## src/rtl/vedic_pkg.sv

```systemverilog
// Shared types and widths for the sequential 16x16 Vedic multiplier.
//   state_t : scheduler states, 3-bit encoding
//   OPW/HALFW/ACCW/PW : operand, half-operand, accumulator and product widths
package vedic_pkg;

  localparam int unsigned OPW   = 16;
  localparam int unsigned HALFW = 8;
  localparam int unsigned ACCW  = 24;
  localparam int unsigned PW    = 32;

  typedef enum logic [2:0] {
    IDLE = 3'd0,
    LL   = 3'd1,
    HL   = 3'd2,
    LH   = 3'd3,
    HH   = 3'd4,
    DONE = 3'd5
  } state_t;

endpackage

```

## src/rtl/half_adder_24bit.sv

```systemverilog
// Shared 24-bit adder; carry-out is dropped because no accumulation step can
// exceed 24 bits.
//   i_x, i_y : addends
//   o_sum    : i_x + i_y modulo 2^24
module half_adder_24bit
  import vedic_pkg::*;
(
  input  logic [ACCW-1:0] i_x,
  input  logic [ACCW-1:0] i_y,
  output logic [ACCW-1:0] o_sum
);

  assign o_sum = i_x + i_y;

endmodule

```

## src/rtl/vedic_mult8.sv

```systemverilog
// Combinational 8x8 unsigned Vedic (Urdhva-Tiryagbhyam) multiplier built
// recursively from 2x2 and 4x4 vertical-crosswise blocks.
//   i_a, i_b : 8-bit operands
//   o_p      : 16-bit product
module vedic_mult8
  import vedic_pkg::*;
(
  input  logic [HALFW-1:0]   i_a,
  input  logic [HALFW-1:0]   i_b,
  output logic [2*HALFW-1:0] o_p
);

  // 2x2 block: gate-level vertical and crosswise terms
  function automatic logic [3:0] vm2(input logic [1:0] x, input logic [1:0] y);
    logic t1, t2, t3, c1;
    t1 = x[1] & y[0];
    t2 = x[0] & y[1];
    t3 = x[1] & y[1];
    c1 = t1 & t2;
    return {t3 & c1, t3 ^ c1, t1 ^ t2, x[0] & y[0]};
  endfunction

  // 4x4 block: four 2x2 partials combined at their weights
  function automatic logic [7:0] vm4(input logic [3:0] x, input logic [3:0] y);
    logic [3:0] q0, q1, q2, q3;
    q0 = vm2(x[1:0], y[1:0]);
    q1 = vm2(x[3:2], y[1:0]);
    q2 = vm2(x[1:0], y[3:2]);
    q3 = vm2(x[3:2], y[3:2]);
    return 8'(q0) + (8'(q1) << 2) + (8'(q2) << 2) + (8'(q3) << 4);
  endfunction

  logic [7:0] w_q0, w_q1, w_q2, w_q3;

  assign w_q0 = vm4(i_a[3:0], i_b[3:0]);
  assign w_q1 = vm4(i_a[7:4], i_b[3:0]);
  assign w_q2 = vm4(i_a[3:0], i_b[7:4]);
  assign w_q3 = vm4(i_a[7:4], i_b[7:4]);

  assign o_p = 16'(w_q0) + (16'(w_q1) << 4) + (16'(w_q2) << 4) + (16'(w_q3) << 8);

endmodule

```

## src/rtl/vedic16_seq_mul_ctrl.sv

```systemverilog
// Sequential 16x16 unsigned multiplier: one 8x8 Vedic multiplier and one
// 24-bit adder are time-shared over four partial-product cycles.
//   clk, rst            : clock, synchronous active-high reset
//   in_valid/in_ready   : operand handshake, operands a, b
//   out_valid/out_ready : result handshake, product p (registered)
//   busy                : any state other than IDLE
module vedic16_seq_mul_ctrl
  import vedic_pkg::*;
#(
  parameter bit SKIP_ZERO = 1'b1
) (
  input  logic          clk,
  input  logic          rst,
  input  logic          in_valid,
  output logic          in_ready,
  input  logic [OPW-1:0] a,
  input  logic [OPW-1:0] b,
  output logic          out_valid,
  input  logic          out_ready,
  output logic [PW-1:0] p,
  output logic          busy
);

  state_t             r_state;
  state_t             w_next;
  logic [HALFW-1:0]   r_ah, r_al, r_bh, r_bl;
  logic [ACCW-1:0]    r_acc;
  logic [HALFW-1:0]   r_lo8;
  logic [PW-1:0]      r_p;
  logic               r_out_valid;
  logic               r_busy;

  logic [HALFW-1:0]   w_ma, w_mb;
  logic [2*HALFW-1:0] w_m;
  logic [ACCW-1:0]    w_addx, w_addy, w_sum;
  logic               w_accept;
  logic               w_zero;

  assign in_ready  = (r_state == IDLE) || ((r_state == DONE) && out_ready);
  assign w_accept  = in_valid && in_ready;
  assign w_zero    = SKIP_ZERO && ((a == '0) || (b == '0));
  assign out_valid = r_out_valid;
  assign busy      = r_busy;
  assign p         = r_p;

  vedic_mult8 u_mult (
    .i_a (w_ma),
    .i_b (w_mb),
    .o_p (w_m)
  );

  half_adder_24bit u_add (
    .i_x   (w_addx),
    .i_y   (w_addy),
    .o_sum (w_sum)
  );

  // State register
  always_ff @(posedge clk) begin
    if (rst) r_state <= IDLE;
    else     r_state <= w_next;
  end

  // Next state and state-selected datapath muxes; idle datapath in IDLE/DONE
  always_comb begin
    w_next = r_state;
    w_ma   = '0;
    w_mb   = '0;
    w_addx = '0;
    w_addy = '0;
    case (r_state)
      IDLE: if (w_accept) w_next = w_zero ? DONE : LL;
      LL: begin
        w_ma   = r_al;
        w_mb   = r_bl;
        w_addy = {16'h0, w_m[15:8]};
        w_next = HL;
      end
      HL: begin
        w_ma   = r_ah;
        w_mb   = r_bl;
        w_addx = r_acc;
        w_addy = {8'h0, w_m};
        w_next = LH;
      end
      LH: begin
        w_ma   = r_al;
        w_mb   = r_bh;
        w_addx = r_acc;
        w_addy = {8'h0, w_m};
        w_next = HH;
      end
      HH: begin
        w_ma   = r_ah;
        w_mb   = r_bh;
        w_addx = r_acc;
        w_addy = {w_m, 8'h0};
        w_next = DONE;
      end
      DONE: if (out_ready) w_next = w_accept ? (w_zero ? DONE : LL) : IDLE;
      default: w_next = IDLE;
    endcase
  end

  // Operand capture, accumulation and registered outputs
  always_ff @(posedge clk) begin
    if (rst) begin
      r_ah        <= '0;
      r_al        <= '0;
      r_bh        <= '0;
      r_bl        <= '0;
      r_acc       <= '0;
      r_lo8       <= '0;
      r_p         <= '0;
      r_out_valid <= 1'b0;
      r_busy      <= 1'b0;
    end else begin
      r_out_valid <= (w_next == DONE);
      r_busy      <= (w_next != IDLE);
      if (w_accept) begin
        {r_ah, r_al} <= a;
        {r_bh, r_bl} <= b;
      end
      case (r_state)
        LL: begin
          r_lo8 <= w_m[7:0];
          r_acc <= w_sum;
        end
        HL, LH: r_acc <= w_sum;
        // Product is published only here so p holds steady outside DONE
        HH: begin
          r_acc <= w_sum;
          r_p   <= {w_sum, r_lo8};
        end
        default: ;
      endcase
      // Zero operand short-circuits straight to a zero result
      if (w_accept && w_zero) begin
        r_acc <= '0;
        r_lo8 <= '0;
        r_p   <= '0;
      end
    end
  end

endmodule
```

## config.mk

```make
export PLATFORM = sky130hd
export DESIGN_NAME = vedic16_seq_mul_ctrl
export DESIGN_NICKNAME = d
export VERILOG_FILES = /design/src/rtl/vedic_pkg.sv /design/src/rtl/half_adder_24bit.sv /design/src/rtl/vedic_mult8.sv /design/src/rtl/vedic16_seq_mul_ctrl.sv
export SDC_FILE = /design/constraint.sdc
export NUM_CORES = 1
export LEC_CHECK = 0
export CORE_ASPECT_RATIO = 0.9
export CORE_UTILIZATION = 62
export CTS_CLUSTER_DIAMETER = 80
export DETAILED_ROUTE_END_ITERATION = 8
export PLACE_DENSITY = 0.85
export SYNTH_ARGS = -nofsm -noshare
export SYNTH_HDL_FRONTEND = slang
export SYNTH_SLANG_ARGS = --single-unit
```

## constraint.sdc

```tcl
create_clock -name clk -period 17.17 [get_ports clk]
set_input_delay 3.434 -clock clk [delete_from_list [all_inputs] [get_ports clk]]
set_output_delay 3.434 -clock clk [all_outputs]
set_load 0.01 [all_outputs]
```

==> summary.txt, run 1 <==
Synth
  – Synthesized area per cell: roughly 8.1 sq um
  – Yosys warns: 0
  – Synth unique cells: 58
  – Share of the synthesized area in the top cell type: 25.72%
  – Most frequent cell after synthesis: nor2_1
  – Leading area contributor after synthesis: dfxtp_1
  – Synth Register Bits: about 100
  – Post-synth EDFFs: 0
  – Prevailing post-synth register cell: dfxtp_1
  – Async S/R FF share, synth: 0%
  – Mapped Nets: 1131
  – Register area share after synthesis: 25.72%
  – Synth area leaders: dfxtp_1, ha_1, fa_1
  – Synthesized netlist cell count: between 900 and 1000
  – Syn Std Cell Area: between 0.007 and 0.008 sq mm
  – Synth cell count leaders: nor2_1, nand2_1, dfxtp_1

Timing
  – Final clock skew: ~11 ps
  – Final setup violating endpoints: 0
  – Relative slew margins: 21.12%
  – Final setup margin: 7736 ps
  – RSZ-0062 raised after global routing: no
  – Fmax: 106.0 MHz
  – Final slew viol count: 0
  – Fin crit share: between 50 and 60%
  – Worst slew pin tran: 1183 ps
  – Final hold vios: 0
  – Period minus WS final: 9434 ps
  – Final Hold Slack: 450.0 ps
  – Setup_tns: 0 ps

Clock network
  – CTS max path bufs: 2
  – Htree depth: 3
  – Root buffer cell: clkbuf_16
  – Reg clk slew, reported paths: 80 ps
  – Postcts setup bufs: 0
  – Num CTS Buffers: 9
  – CTS tree: done
  – Skew-Pair Late Insertion Delay: 360 ps
  – # clock sinks: around 100
  – CTS hold repair buffers: 0
  – Post-CTS Resized: 0

Floorplanning
  – I/O pin count: 71
  – Cell Rows: 38
  – DIE WIDTH: between 100 and 150 microns
  – DIE AREA: 0.01314 sq mm
  – Die height: roughly 110 microns
  – Core ar.: 0.01222 sq mm
  – Initial Utilization: approximately 64%

GRT
  – Gr usage total: between 30% and 40%
  – Via count of the first global-routing pass: 6682
  – Initial antenna violation count: 0
  – First-pass GRT wire length: around 32 mm
  – Largest net degree at the start of global routing: 63
  – Grt total ovfl: 0

Setup path
  – Critical Path RT: 17370 ps
  – R2r startpoint: r_state[2]
  – Worst r2r dst: r_acc[19]
  – Arrival time at the worst endpoint: 9630 ps
  – Top delay family on crit path: adder cells
  – R2R cell count: 36
  – Worst path bufs/invs: 3
  – CP max FO: 50
  – CP max stage cell: a21oi_1
  – Most used cell, CP: ha_1
  – Worst reg-to-reg setup slack: 7740 ps
  – Type of origin of the critical path: flip-flop
  – CP peak stage delay: roughly 800 ps
  – Critical path class: flip-flop to flip-flop
  – Critical path capture point type: flip-flop

Min path
  – Hold wc startpoint: r_acc[0]
  – Min-Delay Endpoint: r_acc[0]
  – WHS Path Cells: 2
  – HP Class: flip-flop to flip-flop

Final layout
  – Nets: ~1200
  – FILL cells: 942
  – Layout area overhead: 14.47%
  – Share of cells above drive strength 1: 4.976%
  – Finished Core Util: around three quarters
  – N_diodes: 0

Detailed routing
  – Via count: 6975
  – ANT nets after route: 0
  – Initial drt markers: 504
  – DR pass1 iterations: 5
  – DR vias/cell: 5.886
  – DRC viols: 0
  – Routed len/inst: 15.99 microns
  – WL final: 18.94 mm

Placement
  – Dpl ws: between 7000 and 8000 ps
  – DPL Wire Length: 14.02 mm
  – Gpl congestion: 0.8963
  – # port buffers: 70

Pwr
  – P_leak: 4.063 nW
  – PD cells: 68.63 mW/mm^2
  – VDD IR max: approximately 0.071 mV

Flow run
  – Max Cap Violations: 0

Run status
  – Outcome: completed
[registers in the layout, summed over array words and instances (netlist names)]
register	cells
r_acc	24
r_al	8
p	32
out_valid	1
r_bl	8
r_ah	8
r_state	3
busy	1
r_bh	8
r_lo8	8
[layer usage]
metal	vias up	global-route usage (%)	share of wire (%)
met2	280	49.30	45
met3	34	7.218	8.3
li1	3458	-	-
met5	-	0	0
met1	3203	41.35	45
met4	0	8.377	1.6
[stage by stage]
step	std cells	cell area, sq um	power [mW]
after floorplan	974	7863	0.3524
after global placement	1169	8677	0.3947
after detailed placement	1169	8677	0.3969
after CTS	1185	9000	0.6176
after global routing	1185	9000	0.6426
final	1185	9000	0.6177
[placed cells by master (no fill, tap or decap), types with 11 or more instances in the layout]
| cell | instances |
|---|---|
| inv_1 | 54 |
| a22oi_1 | 17 |
| a21oi_1 | 94 |
| clkdlybuf4s50_1 | 70 |
| nand2_1 | 119 |
| xnor2_1 | 36 |
| mux2i_1 | 33 |
| buf_4 | 11 |
| and2_1 | 30 |
| ha_1 | 95 |
| fa_1 | 26 |
| a21o_1 | 17 |
| nand3_1 | 19 |
| dfxtp_1 | 101 |
| o21ai_0 | 13 |
| nor2_1 | 131 |
[tightest hold or removal path, cell delays in order (launching register included)]
cell	delay [ps]
dfxtp_1	310
nand2_1	50
a21oi_1	50
[worst max-delay path by stage]
stage,start,slack (ps),depth (start not counted),endpoint
after floorplan,r_state[1],9120,38,r_acc[19]
after global placement,r_state[1],8140,36,r_acc[19]
final,r_state[2],7740,36,r_acc[19]
after global routing,r_state[2],7200,36,r_acc[19]
after detailed placement,r_state[2],7970,36,r_acc[19]
after CTS,r_state[2],7820,36,r_acc[19]
[power by group]
group | internal, mW | switching (mW)
logic | 0.0464 | 0.0864
clock network | 0.119 | 0.104
registers | 0.249 | 0.0133
[logic make-up (layout without fill, tap and decap cells)]
family                   count (synthesis)  after routing  synth area share, %
adder cells (fa/ha/maj)                121            121                21.74
buffers and inverters                  100            151                4.933
AO/OA/AOI/OAI                          209            209                17.11
flip-flops                             101            101                25.72
XOR/XNOR                                47             47                5.331
multiplexers                            33             33                4.201
AND/OR/NAND/NOR                        363            363                20.97
[area by class of cell]
cell class / instances / area [sq um] / share of cell area [%]
well taps: 160 / 200.2 / 2.224
inverters: 54 / 202.7 / 2.252
flip-flops and latches: 101 / 2022 / 22.47
clock buffers: 9 / 225.2 / 2.502
repair buffers: 81 / 783.3 / 8.703
clock inverters: 7 / 97.59 / 1.084
multi-input cells: 773 / 5469 / 60.77
No activity file was read; power rests on OpenSTA's default activity.
==> run 2: changes to the inputs <==
--- a/config.mk
+++ b/config.mk
@@ -6,10 +6,10 @@
 export NUM_CORES = 1
 export LEC_CHECK = 0
 export CORE_ASPECT_RATIO = 0.9
-export CORE_UTILIZATION = 62
+export CORE_UTILIZATION = 59
 export CTS_CLUSTER_DIAMETER = 80
 export DETAILED_ROUTE_END_ITERATION = 8
-export PLACE_DENSITY = 0.85
+export PLACE_DENSITY = 0.81
 export SYNTH_ARGS = -nofsm -noshare
 export SYNTH_HDL_FRONTEND = slang
 export SYNTH_SLANG_ARGS = --single-unit
==> constraint.sdc (replaced) <==
create_clock -name clk -period 9.5 [get_ports clk]
set_input_delay 1.9 -clock clk [delete_from_list [all_inputs] [get_ports clk]]
set_output_delay 1.9 -clock clk [all_outputs]
set_load 0.01 [all_outputs]
==> run 2 against run 1 <==
Power is 80% higher. Final area up 0.71%. Core utilization is 3.0 points lower. Register-to-register slack lost 6900 ps. Clock power is 77% higher. Sequential power grew 79%. Critical path depth unchanged. Critical path type unchanged.
==> summary.txt, run 2 (same netlist as run 1, synthesis figures left out) <==
Run status
  – Outcome: completed

Clock network
  – # clock sinks: 101 (unchanged)
  – CTS max path bufs: 2 (unchanged)
  – Htree depth: 3 (unchanged)
  – Skew-Pair Late Insertion Delay: 360 ps (about the same)
  – Num CTS Buffers: 9 (unchanged)
  – Reg clk slew, reported paths: 70 ps (about the same)
  – CTS hold repair buffers: 0 (unchanged)
  – Root buffer cell: clkbuf_16
  – CTS tree: done
  – Postcts setup bufs: 0 (unchanged)

GRT
  – Largest net degree at the start of global routing: 63 (unchanged)
  – Gr usage total: 28.39% (-2.3 points)
  – Via count of the first global-routing pass: 6473 (-3.1%)
  – Initial antenna violation count: 0 (unchanged)
  – First-pass GRT wire length: 31.07 mm (-3.4%)
  – Grt total ovfl: 0 (unchanged)

Setup path
  – Most used cell, CP: ha_1
  – Arrival time at the worst endpoint: 8860 ps (-770 ps)
  – CP max stage cell: dfxtp_1
  – Critical path class: flip-flop to flip-flop
  – Critical path capture point type: flip-flop
  – Top delay family on crit path: adder cells
  – Type of origin of the critical path: flip-flop
  – Worst path bufs/invs: 2 (-1)
  – Critical Path RT: 9710 ps (-7660 ps)
  – CP max FO: 13 (-74%)
  – CP peak stage delay: 630 ps (-150 ps)

Timing
  – Relative slew margins: 20.88% (-0.25 points)
  – Fmax: 115.5 MHz (+9.0%)
  – Final hold vios: 0 (unchanged)
  – Period minus WS final: 8655 ps (-779.2 ps)
  – RSZ-0062 raised after global routing: no
  – Worst slew pin tran: 1187 ps (+3.702 ps)
  – Final slew viol count: 0 (unchanged)
  – Final Hold Slack: 446.5 ps (-3.496 ps)
  – Fin crit share: 91.10% (+36 points)
  – Final clock skew: 8.047 ps (-3.138 ps)
  – Final setup violating endpoints: 0 (unchanged)
  – Setup_tns: 0 ps (unchanged)
  – Final setup margin: 845.1 ps (-6891 ps)

Floorplanning
  – I/O pin count: 71 (unchanged)
  – DIE AREA: 0.01379 sq mm (+5.0%)
  – Cell Rows: 39 (+2.6%)
  – Initial Utilization: 61.27% (-3.1 points)
  – Core ar.: 0.01283 sq mm (+5.0%)
  – DIE WIDTH: 123.7 microns (+2.5%)
  – Die height: 111.5 microns (+2.5%)

Final layout
  – Final Cell Area: 0.009064 sq mm (+0.71%)
  – Nets: 1184 (+0.59%)
  – Post-Layout Cell Count: 1196 (+0.93%)
  – Commonest non-fill, non-tap cell in the layout: nor2_1
  – Layout area overhead: 15.28%
  – Share of cells above drive strength 1: 5.911% (+0.94 points)
  – N_diodes: 0 (unchanged)
  – Max reg flops: 32 (unchanged)
  – Commonest non-fill, non-tap cells in the layout: nor2_1, nand2_1, dfxtp_1, ha_1, a21oi_1
  – Finished Core Util: 70.62% (-3.0 points)

Detailed routing
  – ANT nets after route: 0 (unchanged)
  – Routed len/inst: 15.32 microns (-4.2%)
  – WL final: 18.32 mm (-3.3%)
  – Via count: 6922 (-0.76%)
  – Initial drt markers: 469 (-6.9%)
  – DRC viols: 0 (unchanged)
  – DR vias/cell: 5.788 (-1.7%)
  – DR pass1 iterations: 5 (unchanged)

Placement
  – Dpl cells: 1180 (+0.94%)
  – Dpl ws: 701.6 ps (-7266 ps)
  – # port buffers: 70 (unchanged)
  – Gpl congestion: 0.9134 (+1.9%)
  – Area after DPL: 0.008737 sq mm (+0.69%)
  – DPL Wire Length: 13.52 mm (-3.5%)

Flow run
  – Max Cap Violations: 0 (unchanged)

Min path
  – HP Class: flip-flop to flip-flop

Pwr
  – Overall Power: 1.113 mW (+80%)
  – VDD IR max: 0.1403 mV (+98%)
  – PD cells: 122.8 mW/mm^2 (+79%)
  – P_leak: 4.089 nW (+0.64%)
[run 2: cell count changes in the layout (fill, tap and decap cells not counted), sizes merged]
cell      change
buf           +7
clkinv        +1
clkinvlp      +1
inv           -2
[run 2: path summary, 6_finish.rpt]
check              from         to  slack (ps)  cells after the start
max          r_state[0]  r_acc[19]         850                     36
min            r_acc[5]   r_acc[5]         450                      2
max reg2reg  r_state[0]  r_acc[19]         850                     36
min reg2reg    r_acc[5]   r_acc[5]         450                      2
[run 2: final cells by class]
class,instances,area (sq um)
Fill cell,1051,3770
Multi-Input combinational cell,773,5479
Clock buffer,9,225.2
Tap cell,164,205.2
Inverter,54,202.7
Sequential cell,101,2022
Timing Repair Buffer,88,835.8
Clock inverter,7,93.84
[run 2: per-layer routing]
metal	vias to the layer above	share of wire (%)	global-route usage [%]
li1	3471	-	-
met1	3191	48	40.50
met2	224	43	42.48
met3	36	6.7	5.430
met4	0	2.4	9.799
met5	-	0	0
[run 2: timing repair]
item | in CTS | in global routing
endpoints found under the hold margin | 0 | 0
resized for setup | 0 | 2
endpoints found under the setup margin | 0 | 3
[run 2: tightest hold or removal path, delay by kind of cell, from the launching register on]
kind,cells,cell delay (ps)
and+or+nand+nor,1,50
DFF,1,310
AOI/OAI and AO/OA,1,50
[run 2: report_power, final]
part | switching [mW] | total (mW) | internal (mW)
logic | 0.161 | 0.250 | 0.0882
clock network | 0.183 | 0.394 | 0.212
registers | 0.0199 | 0.469 | 0.449
total | 0.364 | 1.11 | 0.749
